--- config.mk ---
export PLATFORM = sky130hd
export DESIGN_NAME = fifo_sync_prog_flat
export DESIGN_NICKNAME = d
export VERILOG_FILES = /design/src/rtl/fifo_sync_prog_pkg.sv /design/src/rtl/fifo_sync_prog_if.sv /design/src/rtl/fifo_sync_prog_wrap_ptr.sv /design/src/rtl/fifo_sync_prog.sv /design/src/flat_wrapper.sv
export SDC_FILE = /design/constraint.sdc
export NUM_CORES = 1
export LEC_CHECK = 0
export CELL_PAD_IN_SITES_DETAIL_PLACEMENT = 1
export CELL_PAD_IN_SITES_GLOBAL_PLACEMENT = 1
export CORE_MARGIN = 2
export CORE_UTILIZATION = 44
export CTS_CLUSTER_DIAMETER = 200
export DETAILED_ROUTE_END_ITERATION = 8
export GPL_ROUTABILITY_DRIVEN = 0
export HOLD_SLACK_MARGIN = 0.06
export PLACE_DENSITY_LB_ADDON = 0.12
export SLEW_MARGIN = 20
export SYNTH_ARGS = -nofsm -noshare
export SYNTH_HDL_FRONTEND = slang
export SYNTH_SLANG_ARGS = --single-unit
--- constraint.sdc ---
create_clock -name clk -period 2.8 [get_ports clk]
set_input_delay 0.42 -clock clk [delete_from_list [all_inputs] [get_ports clk]]
set_output_delay 0.42 -clock clk [all_outputs]
set_load 0.02 [all_outputs]
--- src/rtl/fifo_sync_prog_pkg.sv ---
// Shared sizing helpers and depth limits for the programmable synchronous FIFO.
package fifo_pkg;

  localparam int FIFO_DEPTH_MIN = 2;
  localparam int FIFO_DEPTH_MAX = 1024;

  // A depth of 1 would give a zero-width pointer, so the pointer is never narrower than 1 bit.
  function automatic int ptr_w(input int depth);
    int w;
    w = $clog2(depth);
    return (w < 1) ? 1 : w;
  endfunction

  function automatic int cnt_w(input int depth);
    return $clog2(depth + 1);
  endfunction

endpackage

--- src/rtl/fifo_sync_prog_if.sv ---
// Producer/consumer bus of fifo_sync_prog; master drives requests, slave is the FIFO.
interface fifo_sync_prog_if #(
  parameter int FIFO_WIDTH = 16,
  parameter int FIFO_DEPTH = 8
);
  import fifo_pkg::*;

  localparam int CNT_W = cnt_w(FIFO_DEPTH);

  logic [FIFO_WIDTH-1:0] data_in;
  logic                  wr_en;
  logic                  rd_en;
  logic [CNT_W-1:0]      af_level;
  logic [CNT_W-1:0]      ae_level;
  logic [FIFO_WIDTH-1:0] data_out;
  logic                  rd_valid;
  logic                  wr_ack;
  logic                  overflow;
  logic                  underflow;
  logic                  full;
  logic                  empty;
  logic                  almostfull;
  logic                  almostempty;
  logic [CNT_W-1:0]      count;

  modport master (
    output data_in, wr_en, rd_en, af_level, ae_level,
    input  data_out, rd_valid, wr_ack, overflow, underflow,
           full, empty, almostfull, almostempty, count
  );

  modport slave (
    input  data_in, wr_en, rd_en, af_level, ae_level,
    output data_out, rd_valid, wr_ack, overflow, underflow,
           full, empty, almostfull, almostempty, count
  );

endinterface

--- src/rtl/fifo_sync_prog_wrap_ptr.sv ---
// Circular pointer for a FIFO of arbitrary depth; wraps from DEPTH-1 back to 0 explicitly.
module fifo_wrap_ptr
  import fifo_pkg::*;
#(
  parameter int DEPTH = 8
) (
  input  logic                    clk,
  input  logic                    rst_n,
  input  logic                    inc,
  output logic [ptr_w(DEPTH)-1:0] ptr
);

  localparam int PTR_W = ptr_w(DEPTH);

  // Non-power-of-two depths cannot rely on natural binary rollover.
  always_ff @(posedge clk or negedge rst_n) begin
    if (!rst_n) begin
      ptr <= '0;
    end else if (inc) begin
      if (ptr == PTR_W'(DEPTH - 1)) begin
        ptr <= '0;
      end else begin
        ptr <= ptr + PTR_W'(1);
      end
    end
  end

endmodule

--- src/rtl/fifo_sync_prog.sv ---
// Single-clock FIFO with programmable almost-full/almost-empty levels and full pass-through.
// Define FIFO_FWFT_EN for first-word fall-through reads; otherwise reads are registered.
module fifo_sync_prog
  import fifo_pkg::*;
#(
  parameter int FIFO_WIDTH = 16,
  parameter int FIFO_DEPTH = 8
) (
  input logic              clk,
  input logic              rst_n,
  fifo_sync_prog_if.slave  bus
);

  localparam int CNT_W = cnt_w(FIFO_DEPTH);
  localparam int PTR_W = ptr_w(FIFO_DEPTH);

  logic [FIFO_WIDTH-1:0] mem [FIFO_DEPTH];
  logic [PTR_W-1:0]      wr_ptr;
  logic [PTR_W-1:0]      rd_ptr;
  logic [CNT_W-1:0]      count_q;
  logic                  rd_acc;
  logic                  wr_acc;
  logic                  wr_ack_q;
  logic                  overflow_q;
  logic                  underflow_q;

  // A read frees a slot on the same edge, so a full FIFO still accepts a write alongside it.
  assign rd_acc = bus.rd_en && (count_q != '0);
  assign wr_acc = bus.wr_en && ((count_q < CNT_W'(FIFO_DEPTH)) || rd_acc);

  fifo_wrap_ptr #(.DEPTH(FIFO_DEPTH)) u_wr_ptr (
    .clk   (clk),
    .rst_n (rst_n),
    .inc   (wr_acc),
    .ptr   (wr_ptr)
  );

  fifo_wrap_ptr #(.DEPTH(FIFO_DEPTH)) u_rd_ptr (
    .clk   (clk),
    .rst_n (rst_n),
    .inc   (rd_acc),
    .ptr   (rd_ptr)
  );

  always_ff @(posedge clk) begin
    if (wr_acc) begin
      mem[wr_ptr] <= bus.data_in;
    end
  end

  always_ff @(posedge clk or negedge rst_n) begin
    if (!rst_n) begin
      count_q     <= '0;
      wr_ack_q    <= 1'b0;
      overflow_q  <= 1'b0;
      underflow_q <= 1'b0;
    end else begin
      if (wr_acc && !rd_acc) begin
        count_q <= count_q + CNT_W'(1);
      end else if (rd_acc && !wr_acc) begin
        count_q <= count_q - CNT_W'(1);
      end
      wr_ack_q    <= wr_acc;
      overflow_q  <= bus.wr_en && !wr_acc;
      underflow_q <= bus.rd_en && !rd_acc;
    end
  end

`ifdef FIFO_FWFT_EN
  assign bus.data_out = (count_q != '0) ? mem[rd_ptr] : '0;
  assign bus.rd_valid = (count_q != '0);
`else
  logic [FIFO_WIDTH-1:0] data_out_q;
  logic                  rd_valid_q;

  // Memory is sampled before the same-edge write lands, so pass-through at full returns the oldest word.
  always_ff @(posedge clk or negedge rst_n) begin
    if (!rst_n) begin
      data_out_q <= '0;
      rd_valid_q <= 1'b0;
    end else begin
      rd_valid_q <= rd_acc;
      if (rd_acc) begin
        data_out_q <= mem[rd_ptr];
      end
    end
  end

  assign bus.data_out = data_out_q;
  assign bus.rd_valid = rd_valid_q;
`endif

  assign bus.wr_ack      = wr_ack_q;
  assign bus.overflow    = overflow_q;
  assign bus.underflow   = underflow_q;
  assign bus.count       = count_q;
  assign bus.full        = (count_q == CNT_W'(FIFO_DEPTH));
  assign bus.empty       = (count_q == '0);
  assign bus.almostfull  = (count_q >= bus.af_level);
  assign bus.almostempty = (count_q <= bus.ae_level);

endmodule

--- src/flat_wrapper.sv ---
// flat-port wrapper written by rule: the top's interface ports become plain ports
module fifo_sync_prog_flat import fifo_pkg::*;
#(
  parameter int FIFO_WIDTH = 16,
  parameter int FIFO_DEPTH = 8
)
  (clk, rst_n, bus_data_in, bus_wr_en, bus_rd_en, bus_af_level, bus_ae_level, bus_data_out, bus_rd_valid, bus_wr_ack, bus_overflow, bus_underflow, bus_full, bus_empty, bus_almostfull, bus_almostempty, bus_count);
  fifo_sync_prog_if #(.FIFO_WIDTH(FIFO_WIDTH), .FIFO_DEPTH(FIFO_DEPTH)) bus_i ();
  input logic clk;
  input logic rst_n;
  input wire logic [$bits(bus_i.data_in)-1:0] bus_data_in;
  input wire logic [$bits(bus_i.wr_en)-1:0] bus_wr_en;
  input wire logic [$bits(bus_i.rd_en)-1:0] bus_rd_en;
  input wire logic [$bits(bus_i.af_level)-1:0] bus_af_level;
  input wire logic [$bits(bus_i.ae_level)-1:0] bus_ae_level;
  output wire logic [$bits(bus_i.data_out)-1:0] bus_data_out;
  output wire logic [$bits(bus_i.rd_valid)-1:0] bus_rd_valid;
  output wire logic [$bits(bus_i.wr_ack)-1:0] bus_wr_ack;
  output wire logic [$bits(bus_i.overflow)-1:0] bus_overflow;
  output wire logic [$bits(bus_i.underflow)-1:0] bus_underflow;
  output wire logic [$bits(bus_i.full)-1:0] bus_full;
  output wire logic [$bits(bus_i.empty)-1:0] bus_empty;
  output wire logic [$bits(bus_i.almostfull)-1:0] bus_almostfull;
  output wire logic [$bits(bus_i.almostempty)-1:0] bus_almostempty;
  output wire logic [$bits(bus_i.count)-1:0] bus_count;
  assign bus_i.data_in = bus_data_in;
  assign bus_i.wr_en = bus_wr_en;
  assign bus_i.rd_en = bus_rd_en;
  assign bus_i.af_level = bus_af_level;
  assign bus_i.ae_level = bus_ae_level;
  assign bus_data_out = bus_i.data_out;
  assign bus_rd_valid = bus_i.rd_valid;
  assign bus_wr_ack = bus_i.wr_ack;
  assign bus_overflow = bus_i.overflow;
  assign bus_underflow = bus_i.underflow;
  assign bus_full = bus_i.full;
  assign bus_empty = bus_i.empty;
  assign bus_almostfull = bus_i.almostfull;
  assign bus_almostempty = bus_i.almostempty;
  assign bus_count = bus_i.count;
  fifo_sync_prog #(.FIFO_WIDTH(FIFO_WIDTH), .FIFO_DEPTH(FIFO_DEPTH)) u_core (.clk(clk), .rst_n(rst_n), .bus(bus_i));
endmodule
Yosys cells after proc, flatten, opt, wreduce, memory -nomap -nowiden

Memories as Yosys holds them, arrays and structs flattened. A register that Yosys moved wholly into a read port is not among the register bits.
Index checks and enable logic that the tools add are counted.
Widths: inputs -> output; s select.

Flip-flop bits (word level): 14
Memory bits (writable): 128
Bits of input ports: 28
Output and inout bits: 28
Memories: 1

Add/subtract/negate cells: 4
Order comparisons: 3
Equality and inequality tests: 3
Multiplexer cells: 6
Reduce and logical (&&, ||, !) cells: 13

Memory list:

| name       | depth | bits a word | read ports | clocked after Yosys merged registers in | write ports | RTL line             | source |
|---|---|---|---|---|---|---|---|
| u_core.mem | 8     | 16          | 1          | 1                                       | 1           | fifo_sync_prog.sv:17 | `logic [FIFO_WIDTH-1:0] mem [FIFO_DEPTH];` |

Operators by type and width:

| kind                | count |
|---|---|
| $mux 4              | 2 |
| $add 3x1->3 const B | 2 |
| $eq 3x3->1 const B  | 2 |
| $logic_and 1x1->1   | 6 |
| $mux 3              | 2 |
| $add 4x1->4 const B | 1 |
| $eq 4x4->1 const B  | 1 |
| $ge 4x4->1          | 1 |
| $le 4x4->1          | 1 |
| $logic_not 4->1     | 1 |
| $lt 4x4->1 const B  | 1 |
| $reduce_bool 4->1   | 1 |
| $sub 4x1->4 const B | 1 |
| $logic_not 1->1     | 3 |
| $mux 1              | 2 |
| $reduce_bool 2->1   | 1 |
| $logic_or 1x1->1    | 1 |

Depth between registers and ports, before layout

Gate-level depths: netlist of run 1.

Depth after elaboration: 8
Mapped depth: 11

Modules after synthesis

A second synthesis of run 1 with hierarchy kept.

Cell total of the unflattened synthesis: 391
Area total of the unflattened synthesis: 6,470.0 µm²

Modules (own cells, without submodules):

| module         | times used | cells an instance | area an instance (µm²) |
|---|---|---|---|
| fifo_sync_prog | 1          | 369               | 6,184.7 |
| fifo_wrap_ptr  | 2          | 11                | 142.6 |

Worst setup path before layout of run 1

No wires, ideal clock.

Path type: register -> register
From: register u_core.count_q[1], in the netlist u_core.bus.count[1]
To: register u_core.count_q[3], in the netlist u_core.bus.count[3]
Setup time: 0.136 ns
Data arrival time: 2.899 ns
Required time: 2.664 ns
Slack: -0.235 ns
Stages on the path, launching flop included: 11
Path buffers: 2
Period minus slack after synthesis: 3.035 ns
Cells stage by stage: dfrtp_1 -> nor4_2 -> nand2b_1 -> buf_4 -> buf_2 -> ha_1 -> inv_1 -> ha_1 -> a21o_1 -> a2111oi_0 -> o31ai_1

Cells in the longest elaborated chain, start to end: 7

RTL lines:

| element                                            | RTL line             | source |
|---|---|---|
| start: declaration                                 | fifo_sync_prog.sv:20 | `logic [CNT_W-1:0] count_q;` |
| start signal: assignment                           | fifo_sync_prog.sv:59 | `count_q <= count_q + CNT_W'(1);` |
| start signal: assignment                           | fifo_sync_prog.sv:61 | `count_q <= count_q - CNT_W'(1);` |
| branches (longest 7 deep; another with $lt 4x4->1) | -                    |  |

Several ways; the timed one is not identified. The select of a mux whose other input is x is not followed.
A chain may end at the register's enable or synchronous reset.

Worst setup path after layout of run 1

From: input port bus_ae_level[1]
To: output port bus_almostempty

Cells in the longest elaborated chain, start to end: 1

RTL lines:

| element            | RTL line              | source |
|---|---|---|
| start: declaration | flat_wrapper.sv:15    | `input wire logic [$bits(bus_i.ae_level)-1:0] bus_ae_level;` |
| $le 4x4->1         | fifo_sync_prog.sv:100 | `assign bus.almostempty = (count_q <= bus.ae_level);` |
| end: declaration   | flat_wrapper.sv:24    | `output wire logic [$bits(bus_i.almostempty)-1:0] bus_almostempty;` |

No other way between the ends.

==> results_dict.tcl, run 1 <==
set metrics [dict create \
    outcome "finished, final reports clean" \
    dr.pass1.iters 4 \
    holdCritPathClass "primary input to asynchronous set/reset pin" \
    layout_setup_ws_ns 0.220 \
    die_h_um 125 \
    boundaryPins 56 \
    yosys.area_share.simple_pct 4.06 \
    grt_max_degree 39 \
    die_area_sq_um 15600 \
    required_ns 2.38 \
    path_class "primary input to output pin" \
    final_cells 669 \
    rr_worst_depth 10 \
    drt_iter0_markers 215 \
    reg2reg_from "u_core.bus.count[0]" \
    root_buffer "clkbuf_16" \
    yosys_warnings 0 \
    coreArea_sq_um 14400 \
    fmax_mhz 388 \
    viasPerCell 5.41 \
    diodes 0 \
    powerDensity_nw_per_um2 1070 \
    synth_mux_area_share_pct 11.3 \
    critPathLaunch "bus_ae_level[1]" \
    ys_seq_area_share_pct 71.6 \
    num_rows 44 \
    ys_ff_latch 158 \
    hold_buffers 0 \
    start_util_pct 44.7 \
    end_kind "output pin" \
    dpl_worst_slack_ns -0.0947 \
    fin_skew_ns 0.00718 \
    synth_top_family_by_area "multiplexers" \
    place_hpwl_um 8780 \
    hold_viol_final 0 \
    power.leakage_nw 2.91 \
    tritoncts "done" \
    yosysUniqueCellTypes 33 \
    vias 3616 \
    maxCapViolCount 0 \
    worst_skew_pair.late_latency_ns 0.43 \
    relSlewSlack_pct 39.2 \
    wire_per_inst_um 21.3 \
    grt_usage_pct 19.4 \
    ir_drop_uv 469 \
    synth_area_sq_um 6420 \
    dp_cells 636 \
    worstMarginPinSlew_ns 0.912 \
    setup_viol 0 \
    grt_setup_unrepaired "false" \
    crit_path_end "bus_almostempty" \
    drtAntennaViolNets 0 \
    avgSynthCellArea_sq_um 16.4 \
    numCtsBuffers 17 \
    clkTransAtPathRegs_ns 0.06 \
    h-tree-depth 4 \
    hold_slack_ns 0.120 \
    fin_crit_sh_pct 92.1 \
    cts.sinks 158 \
    routed_wl_um 14200 \
    first_global_vias 3916 \
    worstSetupStartpointType "primary input" \
    final_nets 516 \
    power_mw 8.41 \
    r2r-end "u_core.bus.count[3]" \
    fin_util_pct 54.9 \
    synthesis.nets 435 \
    die_x_um 125 \
    drive_gt1_share_pct 21.2 \
    grt_first_pass_wirelength_um 22500 \
    arrival_ns 2.16 \
    period_needed_ns 2.58 \
    port_buffers 55 \
    synth_compound_area_share_pct 6.96 \
    syn_to_final_growth_pct 23.0 \
    synth_fa_ha_area_share_pct 3.24 \
    grt_overflow_total 0 \
    synthCells 391 \
    clock_path_buffers 2 \
    crit_fanout 2 \
    r2r_slack_ns 0.30 \
    drc 0 \
    synth_xor_area_share_pct 0.273 \
    antenna_found_initial 0 \
    drv_slew 0 \
]
## registers in the layout, indices dropped and copies added (netlist names)
register,cells
u_core.bus.overflow,1
u_core.bus.underflow,1
u_core.u_rd_ptr.ptr,3
u_core.mem,128
u_core.bus.rd_valid,1
u_core.bus.wr_ack,1
u_core.u_wr_ptr.ptr,3
u_core.bus.data_out,16
u_core.bus.count,4
## worst min path at each step
stage	depth (start not counted)	from	endpoint	slack, ns
2_1_floorplan	0	rst_n	u_core.bus.count[0]	0.12
3_3_place_gp	2	u_core.bus.data_out[2]	u_core.bus.data_out[2]	0.47
3_5_place_dp	2	u_core.bus.data_out[7]	u_core.bus.data_out[7]	0.48
4_1_cts	1	rst_n	u_core.bus.count[1]	0.16
5_1_grt	1	rst_n	u_core.bus.count[0]	0.20
6_report	1	rst_n	u_core.bus.count[0]	0.12
## synthesized netlist by cell type
library cell	count	area, sq um
nor4_2	1	12.5
mux2_2	35	394
and2_1	1	6.26
o31ai_1	1	7.51
inv_1	11	41.3
fa_1	1	20.0
ha_1	15	188
buf_8	3	45.0
xnor2_1	2	17.5
dfrtp_1	30	751
o21ai_0	5	25.0
nand4_1	1	6.26
nor2b_1	2	12.5
nor3_1	9	45.0
edfxtp_1	128	3840
nor4b_1	1	8.76
nor2_1	5	18.8
clkbuf_2	1	5.00
o22ai_1	16	100
nand2_1	25	93.8
clkbuf_1	6	22.5
a221o_1	16	160
buf_4	2	15.0
a21o_1	6	45.0
buf_6	1	11.3
buf_2	5	25.0
mux2i_1	33	330
o21a_1	2	15.0
a2111oi_0	1	8.76
nand2b_1	8	50.1
a21oi_1	1	5.00
o21ai_1	16	80.1
nor4_1	1	6.26
## routing by layer
layer / vias to the layer above / wire [um] / track usage [%]
met4: 0 / 265 / 7.73
met1: 1848 / 6140 / 24.6
li1: 1674 / - / -
met3: 20 / 450 / 3.61
met5: - / 0 / 0
met2: 74 / 7380 / 32.9
## cell usage in the layout, fill, tap and decap left out, types with 2 or more instances in the layout
cell | netlist | routed
o21ai_0 | 5 | 5
clkdlybuf4s50_1 | 0 | 52
o21ai_1 | 16 | 16
nor4_4 | 0 | 2
nand2b_1 | 8 | 8
o22ai_1 | 16 | 16
a21o_1 | 6 | 6
dfrtp_1 | 30 | 27
clkbuf_16 | 0 | 17
inv_1 | 11 | 11
mux2i_1 | 33 | 33
nor2b_1 | 2 | 2
edfxtp_1 | 128 | 128
clkinv_4 | 0 | 2
bufinv_16 | 0 | 2
dfrtp_2 | 0 | 3
mux2_2 | 35 | 35
o21a_1 | 2 | 2
ha_1 | 15 | 15
nor2_1 | 5 | 5
nor3_1 | 9 | 5
a221o_1 | 16 | 16
xnor2_1 | 2 | 2
nand2_1 | 25 | 25
clkinv_2 | 0 | 6
nor3_2 | 0 | 4
clkinvlp_4 | 0 | 4
buf_4 | 2 | 24
## critical path: stages
cell,delay [ns]
clkdlybuf4s50_1,0.46
inv_1,0.04
ha_1,0.28
nor2b_1,0.14
o21a_1,0.16
o21a_1,0.15
o21ai_0,0.14
dlygate4sd2_1,0.35
## kinds of logic after synthesis
group / after synthesis
AOI/OAI and AO/OA: 64
xor gates and xnor gates: 2
adders and majority gates: 16
buffers and inverters: 29
DFF: 158
muxes: 68
and+or+nand+nor: 54
## power breakdown
| group | internal, mW | switching (mW) | leakage [nW] | total, mW |
|---|---|---|---|---|
| Clock | 1.30 | 0.922 | 0.275 | 2.23 |
| Combinational | 1.36 | 1.53 | 1.12 | 2.90 |
| Sequential | 3.00 | 0.291 | 1.52 | 3.29 |
| Total | 5.67 | 2.75 | 2.91 | 8.41 |
## timing repair
item	in CTS	in global routing
pin swaps	0	0
resized for setup	1	3
buffers inserted	1	0
setup endpoints to repair	2	2
## metrics by stage
step,instance area [sq um],setup TNS (ns)
floorplan,6430,-0.0194
global placement,7310,-0.00445
detailed placement,7310,-0.0947
CTS,7890,0
global route,7900,0
finish,7900,0
## final cells by class
cell class / count / area [sq um]
Timing Repair Buffer: 80 / 747
Inverter: 11 / 41.3
Sequential cell: 158 / 4600
Tap cell: 184 / 230
Clock buffer: 17 / 425
Clock inverter: 15 / 146
Multi-Input combinational cell: 204 / 1710
Fill cell: 1344 / 6470
(Power assumes the default switching activity.)
==> run 2: changes to the inputs <==
--- a/config.mk
+++ b/config.mk
@@ -14,7 +14,7 @@
 export GPL_ROUTABILITY_DRIVEN = 0
 export HOLD_SLACK_MARGIN = 0.06
 export PLACE_DENSITY_LB_ADDON = 0.12
-export SLEW_MARGIN = 20
+export SLEW_MARGIN = 25
 export SYNTH_ARGS = -nofsm -noshare
 export SYNTH_HDL_FRONTEND = slang
 export SYNTH_SLANG_ARGS = --single-unit
==> run 2 against run 1 <==
Against the previous run:
- worst hold slack lost 0.031 ns
- non-clock buffer count is the same
- clock power is essentially flat
- via count is the same
- flip-flop and latch count is the same
- global-route usage is the same
- largest cell class unchanged
- highest routed layer unchanged
==> results_dict.tcl, run 2 (synthesized netlist as in run 1, its figures left out) <==
set metrics [dict create \
    powerDensity_nw_per_um2 1070 \
    grt_setup_unrepaired "false" \
    holdCritPathClass "primary input to asynchronous set/reset pin" \
    maxCapViolCount 0 \
    path_buf_inv 3 \
    root_buffer "clkbuf_16" \
    die_area_sq_um 15600 \
    crit_fanout 2 \
    cts.sinks 158 \
    relSlewSlack_pct 45.7 \
    start_util_pct 44.7 \
    h-tree-depth 4 \
    path_class "primary input to output pin" \
    path_common_cell "o21a_1" \
    routed_wl_um 14200 \
    die_h_um 125 \
    worst_skew_pair.late_latency_ns 0.43 \
    syn_to_final_growth_pct 23.0 \
    diodes 0 \
    fin_skew_ns 0.00718 \
    end_kind "output pin" \
    port_buffers 55 \
    period_needed_ns 2.58 \
    antenna_found_initial 0 \
    fmax_mhz 388 \
    final_nets 516 \
    power.leakage_nw 2.91 \
    required_ns 2.38 \
    boundaryPins 56 \
    grt_usage_pct 19.4 \
    hold_slack_ns 0.0886 \
    arrival_ns 2.16 \
    wire_per_inst_um 21.3 \
    vias 3616 \
    hold_buffers 0 \
    clkTransAtPathRegs_ns 0.06 \
    outcome "finished, final reports clean" \
    viasPerCell 5.41 \
    ir_drop_uv 469 \
    clock_path_buffers 2 \
    final_cells 669 \
    worstMarginPinSlew_ns 0.815 \
    largest_register_ffs 128 \
    drv_slew 0 \
    worstSetupStartpointType "primary input" \
    tritoncts "done" \
    slowest_stage "clkdlybuf4s50_1" \
    drive_gt1_share_pct 21.2 \
    dr.pass1.iters 4 \
    layout_common_cells "edfxtp_1 (128), clkdlybuf4s50_1 (52), mux2_2 (35)" \
    crit_family "buffers and inverters" \
    final_common_cell "edfxtp_1" \
    fin_crit_sh_pct 92.1 \
    die_x_um 125 \
    dp_cells 636 \
    finalSetupTns_ns 0 \
    top_register "u_core.mem" \
    drt_iter0_markers 215 \
    drc 0 \
    coreArea_sq_um 14400 \
    drtAntennaViolNets 0 \
    grt_overflow_total 0 \
    numCtsBuffers 17 \
    grt_max_degree 39 \
    grt_first_pass_wirelength_um 22500 \
    slowest_delay_ns 0.46 \
    setup_viol 0 \
    num_rows 44 \
    crit_chain "clkdlybuf4s50_1, inv_1, ha_1, nor2b_1, o21a_1, o21a_1, o21ai_0, dlygate4sd2_1" \
    hold_viol_final 0 \
    place_hpwl_um 8780 \
    first_global_vias 3916 \
]
-- run 2: worst paths after layout --
| check | start | endpoint | slack, ns | depth (start not counted) |
|---|---|---|---|---|
| min in group clk | u_core.bus.data_out[15] | u_core.bus.data_out[15] | 0.49 | 2 |
| setup / recovery | bus_ae_level[1] | bus_almostempty | 0.22 | 8 |
| setup reg to reg | u_core.bus.count[0] | u_core.bus.count[3] | 0.30 | 10 |
| max in group asynchronous | rst_n | u_core.u_rd_ptr.ptr[0] | 2.14 | 1 |
| hold / removal | rst_n | u_core.bus.count[0] | 0.09 | 1 |
| hold reg to reg | u_core.bus.data_out[15] | u_core.bus.data_out[15] | 0.49 | 2 |
-- run 2: final cells by class --
cell class / instances / area (sq um)
clock buffers: 17 / 425
clock inverters: 15 / 146
fillers: 1344 / 6470
inverters: 11 / 41.3
multi-input cells: 204 / 1710
flip-flops and latches: 158 / 4600
well taps: 184 / 230
repair buffers: 80 / 747
-- run 2: power by group --
part	switching, mW	total, mW	internal (mW)
Sequential	0.291	3.29	3.00
Clock	0.922	2.23	1.30
Combinational	1.53	2.90	1.36
-- run 2: what timing repair did --
item,in CTS,in global routing
buffers inserted,1,0
pin swaps,0,0
gates resized for setup,1,3
setup endpoints to repair,2,2
-- run 2: layer usage --
| layer | wire (um) | track usage (%) |
|---|---|---|
| met5 | 0 | 0 |
| met4 | 265 | 7.73 |
| met3 | 451 | 3.61 |
| met2 | 7380 | 32.9 |
| met1 | 6140 | 24.6 |
-- run 2: stage by stage --
step / setup slack [ns] / util, % / instance area, sq um / power [mW]
2_1_floorplan: -0.0194 / - / 6430 / 5.16
3_3_place_gp: -0.00445 / 50.9 / 7310 / 6.14
3_5_place_dp: -0.0947 / 50.9 / 7310 / 6.26
4_1_cts: 0.0131 / 54.9 / 7890 / 8.51
5_1_grt: 0.110 / 54.9 / 7900 / 8.86
6_report: 0.220 / 54.9 / 7900 / 8.41
